<file path="src/rtl/budget_dispatcher.sv">
// budget_dispatcher
// Per-queue bandwidth regulation and single-grant sequencing between the
// request FIFOs, the queue-selection policy and the shared memory port.
// Optional statistics (grant_count, throttle_events) are built only when
// DISPATCHER_STATS_EN is defined.
module budget_dispatcher #(
   parameter int NUMBER_OF_QUEUES = 4,
   parameter int BUDGET_SIZE      = 16,
   parameter int PERIOD_SIZE      = 32
) (
   input  logic                                     clock,
   input  logic                                     reset,
   input  logic [NUMBER_OF_QUEUES-1:0]              empty,
   output logic [NUMBER_OF_QUEUES-1:0]              masked_empty,
   input  logic                                     policy_valid,
   input  logic [$clog2(NUMBER_OF_QUEUES)-1:0]      policy_selection,
   output logic                                     policy_update,
   output logic [NUMBER_OF_QUEUES-1:0]              pop,
   output logic                                     out_valid,
   input  logic                                     out_ready,
   output logic [$clog2(NUMBER_OF_QUEUES)-1:0]      out_queue,
   input  logic                                     cfg_load,
   input  logic [NUMBER_OF_QUEUES*BUDGET_SIZE-1:0]  budget_cfg,
   input  logic [PERIOD_SIZE-1:0]                   period_cfg,
   output logic [NUMBER_OF_QUEUES-1:0]              throttled
`ifdef DISPATCHER_STATS_EN
  ,output logic [NUMBER_OF_QUEUES*32-1:0]           grant_count,
   output logic [NUMBER_OF_QUEUES*16-1:0]           throttle_events
`endif
);

   localparam int SEL_W = $clog2(NUMBER_OF_QUEUES);
   localparam logic [BUDGET_SIZE-1:0] BUDGET_ZERO = {BUDGET_SIZE{1'b0}};
   localparam logic [BUDGET_SIZE-1:0] BUDGET_ONE  = {{(BUDGET_SIZE-1){1'b0}}, 1'b1};
   localparam logic [PERIOD_SIZE-1:0] PERIOD_ZERO = {PERIOD_SIZE{1'b0}};
   localparam logic [PERIOD_SIZE-1:0] PERIOD_ONE  = {{(PERIOD_SIZE-1){1'b0}}, 1'b1};

   typedef enum logic [1:0] {
      IDLE    = 2'd0,
      SETTLE  = 2'd1,
      ISSUE   = 2'd2,
      RELEASE = 2'd3
   } state_t;

   state_t                  state;
   logic [BUDGET_SIZE-1:0]  budget_active [NUMBER_OF_QUEUES];
   logic [BUDGET_SIZE-1:0]  remaining     [NUMBER_OF_QUEUES];
   logic [PERIOD_SIZE-1:0]  period_active;
   logic [PERIOD_SIZE-1:0]  period_count;

   logic                        regulation_on;
   logic                        wrap;
   logic                        handshake;
   logic                        selection_ok;
   logic [NUMBER_OF_QUEUES-1:0] grant_onehot;

   // Throttle masking, grant decode and policy-choice qualification.
   always_comb begin
      regulation_on = (period_active != PERIOD_ZERO);
      wrap          = regulation_on && (period_count == (period_active - PERIOD_ONE));
      handshake     = out_valid && out_ready;
      selection_ok  = 1'b0;
      for (int q = 0; q < NUMBER_OF_QUEUES; q++) begin
         throttled[q]    = regulation_on && (remaining[q] == BUDGET_ZERO);
         grant_onehot[q] = handshake && (out_queue == SEL_W'(q));
      end
      masked_empty = empty | throttled;
      for (int q = 0; q < NUMBER_OF_QUEUES; q++) begin
         if ((policy_selection == SEL_W'(q)) && !masked_empty[q]) begin
            selection_ok = policy_valid;
         end else begin
            selection_ok = selection_ok;
         end
      end
      pop           = grant_onehot;
      policy_update = handshake;
   end

   // Grant sequencer: IDLE -> SETTLE -> ISSUE (hold offer until accepted) -> RELEASE.
   always_ff @(posedge clock) begin
      if (reset) begin
         state     <= IDLE;
         out_valid <= 1'b0;
         out_queue <= {SEL_W{1'b0}};
      end else begin
         case (state)
            IDLE: begin
               if (~&masked_empty) begin
                  state <= SETTLE;
               end else begin
                  state <= IDLE;
               end
            end
            SETTLE: begin
               if (selection_ok) begin
                  state     <= ISSUE;
                  out_valid <= 1'b1;
                  out_queue <= policy_selection;
               end else begin
                  state <= IDLE;
               end
            end
            ISSUE: begin
               if (out_ready) begin
                  state     <= RELEASE;
                  out_valid <= 1'b0;
               end else begin
                  state <= ISSUE;
               end
            end
            RELEASE: begin
               state <= IDLE;
            end
            default: begin
               state     <= IDLE;
               out_valid <= 1'b0;
            end
         endcase
      end
   end

   // Budget configuration, period counter and per-queue remaining-grant counters.
   always_ff @(posedge clock) begin
      if (reset) begin
         period_active <= PERIOD_ZERO;
         period_count  <= PERIOD_ZERO;
         for (int q = 0; q < NUMBER_OF_QUEUES; q++) begin
            budget_active[q] <= BUDGET_ZERO;
            remaining[q]     <= BUDGET_ZERO;
         end
      end else if (cfg_load) begin
         period_active <= period_cfg;
         period_count  <= PERIOD_ZERO;
         for (int q = 0; q < NUMBER_OF_QUEUES; q++) begin
            budget_active[q] <= budget_cfg[q*BUDGET_SIZE +: BUDGET_SIZE];
            remaining[q]     <= budget_cfg[q*BUDGET_SIZE +: BUDGET_SIZE];
         end
      end else begin
         if (wrap || !regulation_on) begin
            period_count <= PERIOD_ZERO;
         end else begin
            period_count <= period_count + PERIOD_ONE;
         end
         for (int q = 0; q < NUMBER_OF_QUEUES; q++) begin
            if (wrap) begin
               // A grant landing on the replenish cycle is charged to the new period.
               if (grant_onehot[q] && (budget_active[q] != BUDGET_ZERO)) begin
                  remaining[q] <= budget_active[q] - BUDGET_ONE;
               end else begin
                  remaining[q] <= budget_active[q];
               end
            end else if (grant_onehot[q] && regulation_on && (remaining[q] != BUDGET_ZERO)) begin
               remaining[q] <= remaining[q] - BUDGET_ONE;
            end else begin
               remaining[q] <= remaining[q];
            end
         end
      end
   end

`ifdef DISPATCHER_STATS_EN
   logic [NUMBER_OF_QUEUES-1:0] throttled_prev;

   // Per-queue accepted-grant counters and throttle rising-edge counters.
   always_ff @(posedge clock) begin
      if (reset) begin
         grant_count     <= {(NUMBER_OF_QUEUES*32){1'b0}};
         throttle_events <= {(NUMBER_OF_QUEUES*16){1'b0}};
         throttled_prev  <= {NUMBER_OF_QUEUES{1'b0}};
      end else if (cfg_load) begin
         grant_count     <= {(NUMBER_OF_QUEUES*32){1'b0}};
         throttle_events <= {(NUMBER_OF_QUEUES*16){1'b0}};
         throttled_prev  <= throttled;
      end else begin
         throttled_prev <= throttled;
         for (int q = 0; q < NUMBER_OF_QUEUES; q++) begin
            if (grant_onehot[q]) begin
               grant_count[q*32 +: 32] <= grant_count[q*32 +: 32] + 32'd1;
            end else begin
               grant_count[q*32 +: 32] <= grant_count[q*32 +: 32];
            end
            if (throttled[q] && !throttled_prev[q]) begin
               throttle_events[q*16 +: 16] <= throttle_events[q*16 +: 16] + 16'd1;
            end else begin
               throttle_events[q*16 +: 16] <= throttle_events[q*16 +: 16];
            end
         end
      end
   end
`endif

endmodule

</file>
<file path="config.mk">
export PLATFORM = sky130hd
export DESIGN_NAME = budget_dispatcher
export DESIGN_NICKNAME = d
export VERILOG_FILES = /design/src/rtl/budget_dispatcher.sv
export SDC_FILE = /design/constraint.sdc
export NUM_CORES = 1
export LEC_CHECK = 0
export ABC_AREA = 0
export CORE_ASPECT_RATIO = 0.8
export CORE_UTILIZATION = 52
export DETAILED_ROUTE_END_ITERATION = 10
export PLACE_DENSITY = 0.84
export SYNTH_ARGS = -nofsm -noshare
export SYNTH_HDL_FRONTEND = slang
export SYNTH_SLANG_ARGS = --single-unit
</file>
<file path="constraint.sdc">
create_clock -name clock -period 4.3 [get_ports clock]
set_input_delay 0.43 -clock clock [delete_from_list [all_inputs] [get_ports clock]]
set_output_delay 0.43 -clock clock [all_outputs]
set_load 0.01 [all_outputs]
</file>
==> results by group <==
Die
  • Die area: 23900 um2
  • Initial core utilization: 53.4%
  • Rows: 49
  • Number of I/O pins: 123
  • Die width: 172 um
  • Core footprint: 22600 um2
  • DIE HEIGHT: 138 um

Outcome
  • Outcome: complete, no violations

CTS
  • Max Buffers Root-to-Sink: 2
  • Sink Count: 197
  • TritonCTS clock tree: done
  • CTS buffer count: 17
  • Clk slew on worst S/H paths: 0.07 ns
  • Worst-Skew Late Latency: 0.44 ns
  • H-tree depth: 4
  • Root Driver: clkbuf_16

Synthesis
  • Post-synth EDFFs: 128
  • Synth warnings: 0
  • Synth Area per Inst: 9.34 um2
  • Synth Flop Type: edfxtp_1
  • Fraction of registers with async set/reset: 0%
  • Count of cell types in the netlist: 65
  • Syn Nets: 1412
  • Cell Area, Synth: 12100 um2
  • Sequential area share after synthesis: 43.2%
  • Syn Inst Count: 1294
  • Synth Register Bits: 197

Timing
  • Setup TNS: 0 ns
  • Final Skew: 0.0113 ns
  • Worst rel slew slack: 25.2%
  • Final period utilization: 96.3%
  • Slew of the pin with the lowest slew margin: 1.12 ns
  • FMAX: 242 MHz
  • Final period demand of the worst path: 4.14 ns
  • Slew Limit Fails: 0
  • RSZ-0062 raised after global routing: no
  • Hold violation total from the final report: 0
  • Final setup fails: 0
  • Worst setup margin: 0.160 ns

Cells and area
  • Share of layout cells above drive strength 1: 7.07%
  • Fin area: 14400 um2
  • P&R area growth vs syn: 18.9%
  • Fin nets: 1533

Placed design
  • IO buf count: 122
  • Placer congestion estimate: 0.904
  • Dpl ws: -0.0294 ns
  • Post-Place Cell Area: 13700 um2
  • DPL Wire Length: 22300 um

Routing
  • Routed vias: 10400
  • Routed WL per cell: 18.0 um
  • Antenna Violating Nets Remaining: 0
  • 1st-iter DRT viols: 1102
  • WL final: 31200 um
  • Drt drc: 0
  • Pre-Repair DR Iteration Count: 6
  • Vias per cell: 5.97

Global routing
  • Largest net degree at the start of global routing: 61
  • Number of global-route vias before repair: 9904
  • Total grt overflow: 0
  • Antenna violations before repair: 1
  • First-pass GRT wire length: 50000 um
  • Tot GR Track Use: 26.7%

Critical path
  • Worst stage delay on the critical path: 0.54 ns
  • Critical Path AT: 3.71 ns
  • Setup crit start kind: flip-flop
  • CP Data Required Time: 3.87 ns
  • Setup CP Type: flip-flop to output port
  • CP Cell Sequence: or4_4, or4_4, or4_1, nor2_1, buf_4, nor2_1, nor2_2, inv_1, clkdlybuf4s50_1
  • CP delay by family, top: simple AND/OR/NAND/NOR gates
  • Slowest stage cell, crit path: or4_4
  • CP bufs+invs: 3
  • Critical path capture point type: output port
  • Maximum fanout along the worst path: 12

Pwr
  • Switching power of the nets: 1.23 mW
  • Register share of total power: 49.3%
  • Static Leak: 5.28 nW
  • Maximum vdd drop: 225 uV
  • Sw Share: 26.3%
  • Power share of the combinational group: 16.2%
  • Power per Cell Area: 325 nW/um2
  • Clock share of power: 34.5%
  • Int Power: 3.44 mW

Worst hold path
  • Hold Path Class: flip-flop to flip-flop

Run
  • Max_cap viols: 0
[power by group through the flow]
stage                     logic (mW)  clock network (mW)  registers [mW]
after floorplan                0.492                   0            2.30
after global placement         0.718                   0            2.33
after detailed placement       0.738                   0            2.34
after CTS                      0.748                1.62            2.30
after global routing           0.829                1.69            2.32
final                          0.758                1.61            2.30
[stage by stage]
step,std cells,hold WS (ns),power [mW],util (%)
finish,1735,0.448,4.67,63.5
global placement,1699,0.431,3.05,60.6
detailed placement,1699,0.427,3.08,60.6
CTS,1731,0.445,4.66,63.2
floorplan,1294,0.414,2.80,-
global route,1735,0.504,4.84,63.5
[sequential cells by signal (all words and copies together), names as in the netlist, named ones only]
signal,cells
budget_active,64
out_queue,2
period_active,32
state,1
out_valid,1
period_count,32
remaining,64
[layout by cell type, fill, tap and decap left out, drive strengths merged, types with 19 or more instances in the layout]
cell and instances:
nor2 173, edfxtp 128, clkdlybuf4s50 120, nand2 91, xnor2 87, xor2 85
dfxtp 69, and2 59, nor3 50, inv 46, o21ai 46, mux2i 42
buf 36, nor4 35, nand3 31, a21oi 31, a211oi 25, clkbuf 22
mux2 19
[cells by family (layout without fill, tap and decap cells)]
group	count (synthesis)	count (layout)	share of synthesized area [%]
and+or+nand+nor	560	560	23.9
xor gates and xnor gates	172	172	12.5
DFF	197	197	43.2
adders and majority gates	11	11	1.14
buffers and inverters	100	234	3.18
AOI/OAI and AO/OA	192	192	10.6
muxes	62	62	5.43
other	0	1	0
[routing by layer]
metal	global-route usage (%)	part of all wire, %	vias up
li1	-	-	4938
met1	36.9	44	4915
met2	42.1	47	451
met3	4.81	7.3	56
met4	9.27	2.4	0
met5	0	0	-
[path summary, 6_finish.rpt]
path	start	endpoint	slack [ns]	cells after the start
worst max-delay path	period_active[22]$_SDFFE_PP0P_	masked_empty[2]	0.16	9
worst min-delay path	state[0]$_SDFF_PP0_	state[0]$_SDFF_PP0_	0.45	1
worst max register to register	period_active[11]$_SDFFE_PP0P_	remaining[0][4]$_DFFE_PP_	0.21	11
worst min register to register	state[0]$_SDFF_PP0_	state[0]$_SDFF_PP0_	0.45	1
[area by class of cell]
type                       instances  area [um2]
multi-input combinational        997        6530
sequential                       197        5230
tap                              306         383
antenna                            1        2.50
timing repair buffer             156        1480
inverter                          46         173
clock buffer                      22         444
fill                            1768        8260
clock inverter                    10         133
[cell usage after synthesis, types with 7 or more instances]
| master | n | area [um2] |
|---|---|---|
| inv_1 | 46 | 173 |
| nand2b_1 | 11 | 68.8 |
| and3_1 | 14 | 87.6 |
| o211ai_1 | 17 | 128 |
| o22ai_1 | 13 | 81.3 |
| buf_2 | 7 | 35.0 |
| and2_1 | 59 | 369 |
| nor3b_1 | 9 | 67.6 |
| mux2_1 | 7 | 78.8 |
| ha_1 | 11 | 138 |
| mux2i_1 | 42 | 420 |
| o21ai_1 | 9 | 45.0 |
| a21oi_1 | 31 | 155 |
| nor4_1 | 33 | 206 |
| nor2_1 | 173 | 649 |
| mux2_2 | 12 | 135 |
| nand4_1 | 13 | 81.3 |
| or4_1 | 14 | 105 |
| nor3_1 | 50 | 250 |
| or3_1 | 17 | 106 |
| o21ai_0 | 37 | 185 |
| xor2_1 | 85 | 744 |
| nand3_1 | 31 | 155 |
| nand4b_1 | 8 | 70.1 |
| dfxtp_1 | 69 | 1380 |
| xnor2_1 | 87 | 762 |
| a211oi_1 | 25 | 188 |
| nand2_1 | 90 | 338 |
| edfxtp_1 | 128 | 3840 |
| o221ai_1 | 12 | 105 |
| clkbuf_1 | 46 | 173 |
| nand3b_1 | 10 | 75.1 |
[what timing repair did]
action / CTS / global route
pin swaps: 1 / 2
gates resized for setup: 0 / 9
endpoints found under the setup margin: 7 / 65
hold buffers: 0 / 0
buffers inserted: 0 / 3
(Power assumes the default switching activity.)
